--- config.mk ---
export PLATFORM = sky130hd
export DESIGN_NAME = acc_cond
export DESIGN_NICKNAME = d
export VERILOG_FILES = /design/src/rtl/acc_cond.sv
export SDC_FILE = /design/constraint.sdc
export NUM_CORES = 1
export LEC_CHECK = 0
export ABC_AREA = 0
export CAP_MARGIN = 15
export CORE_UTILIZATION = 58
export CTS_CLUSTER_DIAMETER = 80
export DETAILED_ROUTE_END_ITERATION = 8
export PLACE_DENSITY_LB_ADDON = 0.1
export SLEW_MARGIN = 10
export SYNTH_ARGS = -nofsm -noshare
export SYNTH_HDL_FRONTEND = slang
export SYNTH_SLANG_ARGS = --single-unit
export TNS_END_PERCENT = 5
--- constraint.sdc ---
create_clock -name clk -period 4.35 [get_ports clk]
set_clock_uncertainty 0.15 [all_clocks]
set_input_delay 0.87 -clock clk [delete_from_list [all_inputs] [get_ports clk]]
set_output_delay 0.87 -clock clk [all_outputs]
set_load 0.02 [all_outputs]
--- src/rtl/acc_cond.sv ---
// Accelerometer sample conditioner: averages 2^CALIB_LOG2 samples at rest into a bias,
// then outputs bias-corrected, saturated and deadbanded samples to the integrator.
module acc_cond #(
  parameter int unsigned CALIB_LOG2 = 8,
  parameter logic [15:0] DEADBAND   = 16'd8
) (
  input  logic        clk,
  input  logic        reset,
  input  logic [15:0] i_raw_in,
  input  logic        i_raw_valid,
  input  logic        i_recal,
  output logic [15:0] o_acc_out,
  output logic        o_acc_valid,
  output logic        o_calib_done,
  output logic [15:0] o_bias_out
);

  localparam int unsigned ACC_W = 16 + CALIB_LOG2;

  localparam logic [0:0] ST_CALIB = 1'b0;
  localparam logic [0:0] ST_RUN   = 1'b1;

  logic [0:0]            r_state;
  logic [ACC_W-1:0]      r_acc;
  logic [CALIB_LOG2-1:0] r_cnt;
  logic [15:0]           r_acc_out;
  logic                  r_acc_valid;
  logic                  r_calib_done;
  logic [15:0]           r_bias;

  logic [ACC_W-1:0]      w_raw_ext;
  logic [ACC_W-1:0]      w_sum;
  logic [15:0]           w_bias_new;
  logic                  w_last;
  logic [16:0]           w_diff;
  logic [16:0]           w_diff_mag;
  logic [15:0]           w_sat;
  logic [15:0]           w_cond;

  logic [0:0]            w_state_nxt;
  logic [ACC_W-1:0]      w_acc_nxt;
  logic [CALIB_LOG2-1:0] w_cnt_nxt;
  logic [15:0]           w_acc_out_nxt;
  logic                  w_acc_valid_nxt;
  logic                  w_calib_done_nxt;
  logic [15:0]           w_bias_nxt;

  // Calibration datapath
  assign w_raw_ext = {{CALIB_LOG2{i_raw_in[15]}}, i_raw_in};
  assign w_sum     = r_acc + w_raw_ext;
  // Top 16 bits of the sum equal sum >>> CALIB_LOG2 (floor division by 2^CALIB_LOG2).
  assign w_bias_new = w_sum[ACC_W-1 -: 16];
  assign w_last     = &r_cnt;

  // Run datapath: 17-bit difference, saturation, deadband on the true magnitude
  assign w_diff     = {i_raw_in[15], i_raw_in} - {r_bias[15], r_bias};
  assign w_diff_mag = w_diff[16] ? (17'd0 - w_diff) : w_diff;

  always_comb begin
    if (w_diff[16] != w_diff[15]) begin
      w_sat = w_diff[16] ? 16'h8000 : 16'h7fff;
    end else begin
      w_sat = w_diff[15:0];
    end
  end

  assign w_cond = (w_diff_mag <= {1'b0, DEADBAND}) ? 16'h0000 : w_sat;

  // Next-state logic; recal overrides any concurrent sample
  always_comb begin
    w_state_nxt      = r_state;
    w_acc_nxt        = r_acc;
    w_cnt_nxt        = r_cnt;
    w_acc_out_nxt    = r_acc_out;
    w_acc_valid_nxt  = 1'b0;
    w_calib_done_nxt = r_calib_done;
    w_bias_nxt       = r_bias;

    if (i_recal) begin
      w_state_nxt      = ST_CALIB;
      w_acc_nxt        = '0;
      w_cnt_nxt        = '0;
      w_acc_out_nxt    = 16'h0000;
      w_calib_done_nxt = 1'b0;
    end else if (i_raw_valid) begin
      if (r_state == ST_CALIB) begin
        if (w_last) begin
          w_bias_nxt       = w_bias_new;
          w_acc_nxt        = '0;
          w_cnt_nxt        = '0;
          w_calib_done_nxt = 1'b1;
          w_state_nxt      = ST_RUN;
        end else begin
          w_acc_nxt = w_sum;
          w_cnt_nxt = r_cnt + CALIB_LOG2'(1);
        end
      end else begin
        w_acc_out_nxt   = w_cond;
        w_acc_valid_nxt = 1'b1;
      end
    end
  end

  always_ff @(posedge clk or posedge reset) begin
    if (reset) begin
      r_state      <= ST_CALIB;
      r_acc        <= '0;
      r_cnt        <= '0;
      r_acc_out    <= 16'h0000;
      r_acc_valid  <= 1'b0;
      r_calib_done <= 1'b0;
      r_bias       <= 16'h0000;
    end else begin
      r_state      <= w_state_nxt;
      r_acc        <= w_acc_nxt;
      r_cnt        <= w_cnt_nxt;
      r_acc_out    <= w_acc_out_nxt;
      r_acc_valid  <= w_acc_valid_nxt;
      r_calib_done <= w_calib_done_nxt;
      r_bias       <= w_bias_nxt;
    end
  end

  assign o_acc_out    = r_acc_out;
  assign o_acc_valid  = r_acc_valid;
  assign o_calib_done = r_calib_done;
  assign o_bias_out   = r_bias;

endmodule

Word level (Yosys, flattened, before mapping)
Cells that the tools add are included.

storage, ports and cells
  register bits after elaboration = 67
  latch bits = 0
  bits in writable memories = 0
  ROM bits = 0
  bits of input ports = 20
  output and inout bits = 34
  word-level logic and storage cells = 50
  memories = 0

operators by class
  $add $sub $neg = 4
  $mul = 0
  div/mod/pow operators = 0
  order comparisons = 1
  equal/unequal tests = 2
  shifts and indexed selects = 0
  muxes and demuxes = 26
  bitwise logic cells = 2
  reductions and logical operators = 8

operators with widths
  operator                                                                            count
  16-bit two-way mux                                                                  6
  24-bit two-way mux                                                                  4
  8-bit two-way mux                                                                   4
  24-bit adder                                                                        1
  17-bit by 4-bit less-or-equal comparator with 1-bit output (second input constant)  1
  17-bit two-way mux                                                                  1
  1-bit by 17-bit subtractor with 17-bit output (first input constant)                1
  16-bit by 16-bit subtractor with 17-bit output                                      1
  1-bit two-way mux                                                                   11
  11-bit AND reduction                                                                1
  8-bit by 1-bit adder with 8-bit output (second input constant)                      1
  8-bit AND reduction                                                                 1
  2-bit nonzero test                                                                  3
  2-bit AND reduction                                                                 2
  3-bit AND reduction                                                                 1
  2-bit != test (second input constant)                                               1
  1-bit inverter                                                                      2
  1-bit != test                                                                       1

Logic depth before layout (Yosys ltp)
Gate-level depths: netlist of run 1.

  depth after elaboration = 8
  depth in mapped cells = 16
  gate-level depth less buffers = 14

Worst setup path after synthesis of run 1
Ideal clock, no wire load.

  path kind = input-to-reg
  start point = in i_raw_in[0]
  end point = reg r_acc_out[1] (netlist: o_acc_out[1])
  library setup time = 0.139 ns
  arrival = 3.885 ns
  data required time = 4.061 ns
  setup slack = 0.175 ns
  stages = 15
  path buffers = 1
  path through = inv_1 ha_1 inv_1 fa_1 a211oi_2 o211ai_2 a31o_1 a211oi_2 xnor2_1 o2111a_1 o211ai_1 a211o_1 a211oi_4 buf_6 o31ai_2

between the ends
  cells in the longest elaborated chain, start to end = 8
  elaborated cells on any way between the ends = 11
  classes of those cells = 2 x add/sub; 1 x order compare; 1 x eq/ne; 7 x mux

ends and longest elaborated chain
  element                                                     RTL line  text
  start, declared                                             9         input logic [15:0] i_raw_in,
  16-bit by 16-bit subtractor with 17-bit output *            56        assign w_diff = {i_raw_in[15], i_raw_in} - {r_bias[15], r_bias};
  1-bit by 17-bit subtractor with 17-bit output               57        assign w_diff_mag = w_diff[16] ? (17'd0 - w_diff) : w_diff;
  17-bit two-way mux                                          57
  17-bit by 4-bit less-or-equal comparator with 1-bit output  67        assign w_cond = (w_diff_mag <= {1'b0, DEADBAND}) ? 16'h0000 : w_sat;
  16-bit two-way mux *                                        67
  16-bit two-way mux *                                        86        if (r_state == ST_CALIB) begin
  16-bit two-way mux *                                        85        end else if (i_raw_valid) begin
  16-bit two-way mux *                                        79        if (i_recal) begin
  end signal, assigned                                        117       r_acc_out <= w_acc_out_nxt;
  end, declared                                               26        logic [15:0] r_acc_out;

Mark *: on every way between the ends. The rest lies on a longest branch, timed or not. The select of a mux whose other input is x is not followed.
A chain may end at the register's enable or synchronous reset.

Worst setup path after layout of run 1
  start point = in i_raw_in[2]
  end point = reg r_acc_out[11] (netlist: o_acc_out[11])

Same word-level chain as after synthesis.

==> results.toml, run 1 <==
[outcome]
status = "finished with violations"
violations = "DRC, setup timing"

[timing]
fmax_mhz = 229.1
layout_min_cycle_time_ns = 4.365
hold_violations = 0
layout_setup_ws_ns = -0.01501
timing.final.crit_share_pct = 100.3
setup_viol = 6
final_max_slew_viol_count = 0
max_slew_margin_pct = 58.17
worst_pin_slew_ns = 0.6196
setup_tns_ns = -0.03831

[grt]
grt_first_pass_wirelength_um = 24050
grt_max_degree = 50
grt_util_all_layers_pct = 31.15
grt-ovfl-total = 0
grt_pass1_vias = 5131
antenna_found_initial = 0

[yosys]
synthTopCellsByArea = "dfrtp_1 (31%), ha_1 (9.6%), nand2_1 (4.4%)"
synth_common_cells = "dfrtp_1 (67), nand2_1 (62), nor2_1 (53), ha_1 (41), o21ai_0 (39)"
yosys.area.top_type = "dfrtp_1"
synthFlopType = "dfrtp_1"
async_flop_share_pct = 100.0
yosys_warnings = 0
synth_most_common_cell = "dfrtp_1"
synth_area_um2 = 5339
synth-seq-area-share_pct = 31.40
synth-edff-count = 0
synth_cells = 615
synth.distinct_cells = 74
synth_seq_cells = 67
syn_avg_cell_area_um2 = 8.681
syn_nets = 678
yosysTopAreaCellShare_pct = 31.40

[clocking]
cts_root_buf = "clkbuf_8"
htree_levels = 3
cts_made_buffers = 9
worstSkewPairLatency_ns = 0.35
cts_hold_buf = 0
clkSinkCount = 67
cts_tree = "yes"
cts.clk_slew.worst_paths_ns = 0.08
clk_path_buf_depth = 2

[placed_design]
place.gp.congestion = 0.9416
hpwlAfterDp_um = 10770
place_inst = 822
pre_cts_ws_ns = -0.4313
io_buffers = 53

[floorplan]
die_y_um = 97.94
core_um2 = 8806
initial_core_util_pct = 60.63
row_count = 34
die_w_um = 97.94
num_io_pins = 54
die_area_um2 = 9592

[detailed_routing]
via_per_inst = 6.320
routedWlPerCell_um = 18.47
drtAntennaViolNets = 0
firstDrtPassIters = 7
drtIter0Drc = 289
routed_wl_um = 15810
via_count = 5410
drc = 1

[layout]
antenna_cells = 0
stdcell_count = 856
drive_gt1_share_pct = 21.93
nets = 806
utilization_pct = 80.96
areaGrowthSynthToFinish_pct = 33.54

[worst_setup_path]
crit_required_ns = 4.43
crit_arrival_ns = 4.44
critPathLaunchType = "input pin"
path_class = "in2reg"
critPathCaptureType = "register"
ff2ff_setup_slack_ns = 0.25
critPathMaxFanout = 7

[power_and_ir_drop]
p_per_area_nw_per_um2 = 317.3
leakage_nw = 3.233
irDropWorstVdd_mv = 0.2173

[worst_hold_path]
hold_path.class = "reg2reg"

[job]
max_cap_viol_count = 0
## timing repair
item,in CTS,in global routing
cloned,1,0
pin swaps,10,24
resized for setup,23,29
endpoints found under the setup margin,14,16
buffers inserted,4,12
## stage by stage
| step | cell area [um^2] | power (mW) | hold slack, ns |
|---|---|---|---|
| after global routing | 7129 | 2.377 | 0.3631 |
| after floorplan | 5339 | 1.256 | 0.3038 |
| final | 7129 | 2.262 | 0.3536 |
| after global placement | 6435 | 1.498 | 0.3019 |
| after detailed placement | 6435 | 1.529 | 0.3185 |
| after CTS | 6852 | 2.179 | 0.3351 |
## state kept, by name, indices dropped and copies added, names as in the netlist
name and cells:
r_state 1, r_cnt 8, o_acc_out 16, r_acc 24, o_acc_valid 1, o_calib_done 1
o_bias_out 16
## final timing paths
kind,start,endpoint,cells after the start
max,i_raw_in[2],o_acc_out[11],15
min,o_acc_out[8],o_acc_out[8],2
max reg2reg,o_bias_out[0],o_acc_out[11],16
min reg2reg,o_acc_out[8],o_acc_out[8],2
min in group asynchronous,reset,o_calib_done,2
max in group asynchronous,reset,o_bias_out[5],4
## power by group
group          switching [mW]  leakage [nW]  internal [mW]
logic                   0.530          2.24          0.411
registers              0.0296         0.879          0.664
clock network           0.271         0.112          0.357
## cells by family (layout without fill, tap and decap cells)
family                   count (synthesis)  count (layout)  share of synthesized area, %
AO/OA/AOI/OAI                          201             201                         27.05
XOR/XNOR                                36              36                         6.046
adder cells (fa/ha/maj)                 43              43                         10.36
buffers and inverters                   55             188                         4.148
flip-flops                              67              67                         31.40
multiplexers                            10              10                         2.015
AND/OR/NAND/NOR                        203             203                         18.98
## per-layer routing
metal / track usage (%) / share of wire [%] / wire, um
met4: 10.14 / 2.3 / 367
met3: 4.653 / 5.3 / 832
met5: 0 / 0 / 0
met1: 37.85 / 41 / 6408
met2: 56.39 / 52 / 8198
## placed cells by master (no fill, tap or decap), types with 15 or more instances in the layout
| master | instances |
|---|---|
| nand2_1 | 62 |
| nor2_1 | 52 |
| clkdlybuf4s50_1 | 51 |
| xnor2_1 | 18 |
| a21oi_1 | 37 |
| ha_1 | 38 |
| a22o_1 | 16 |
| buf_4 | 81 |
| a21o_1 | 17 |
| dfrtp_1 | 67 |
| xor2_1 | 15 |
| o21ai_0 | 39 |
| nand3_1 | 17 |
| inv_1 | 31 |
## layout make-up
cell class	count	area, um^2
repair buffers	139	1226
fillers	570	1677
clock inverters	5	83.83
multi-input cells	493	3732
inverters	33	123.9
clock buffers	11	151.4
flip-flops and latches	67	1677
well taps	108	135.1
## worst max-delay path, stage by stage
cell and delay, ns:
clkdlybuf4s50_1 0.56, ha_4 0.25, a211oi_4 0.28, o211ai_2 0.16, a31o_1 0.25, a211oi_2 0.35
xnor2_2 0.15, buf_4 0.16, or3_4 0.38, nor4_4 0.30, o32ai_4 0.14, a211oi_4 0.22
buf_6 0.14, buf_12 0.14, o31ai_4 0.08
Note: power is estimated with default switching activity, not from simulation.
==> run 2, diff against run 1 <==
- CTS_CLUSTER_SIZE: not set -> 28
==> results of run 2 <==
Same layout as run 1: the final DEF is identical, and so are final timing and power.
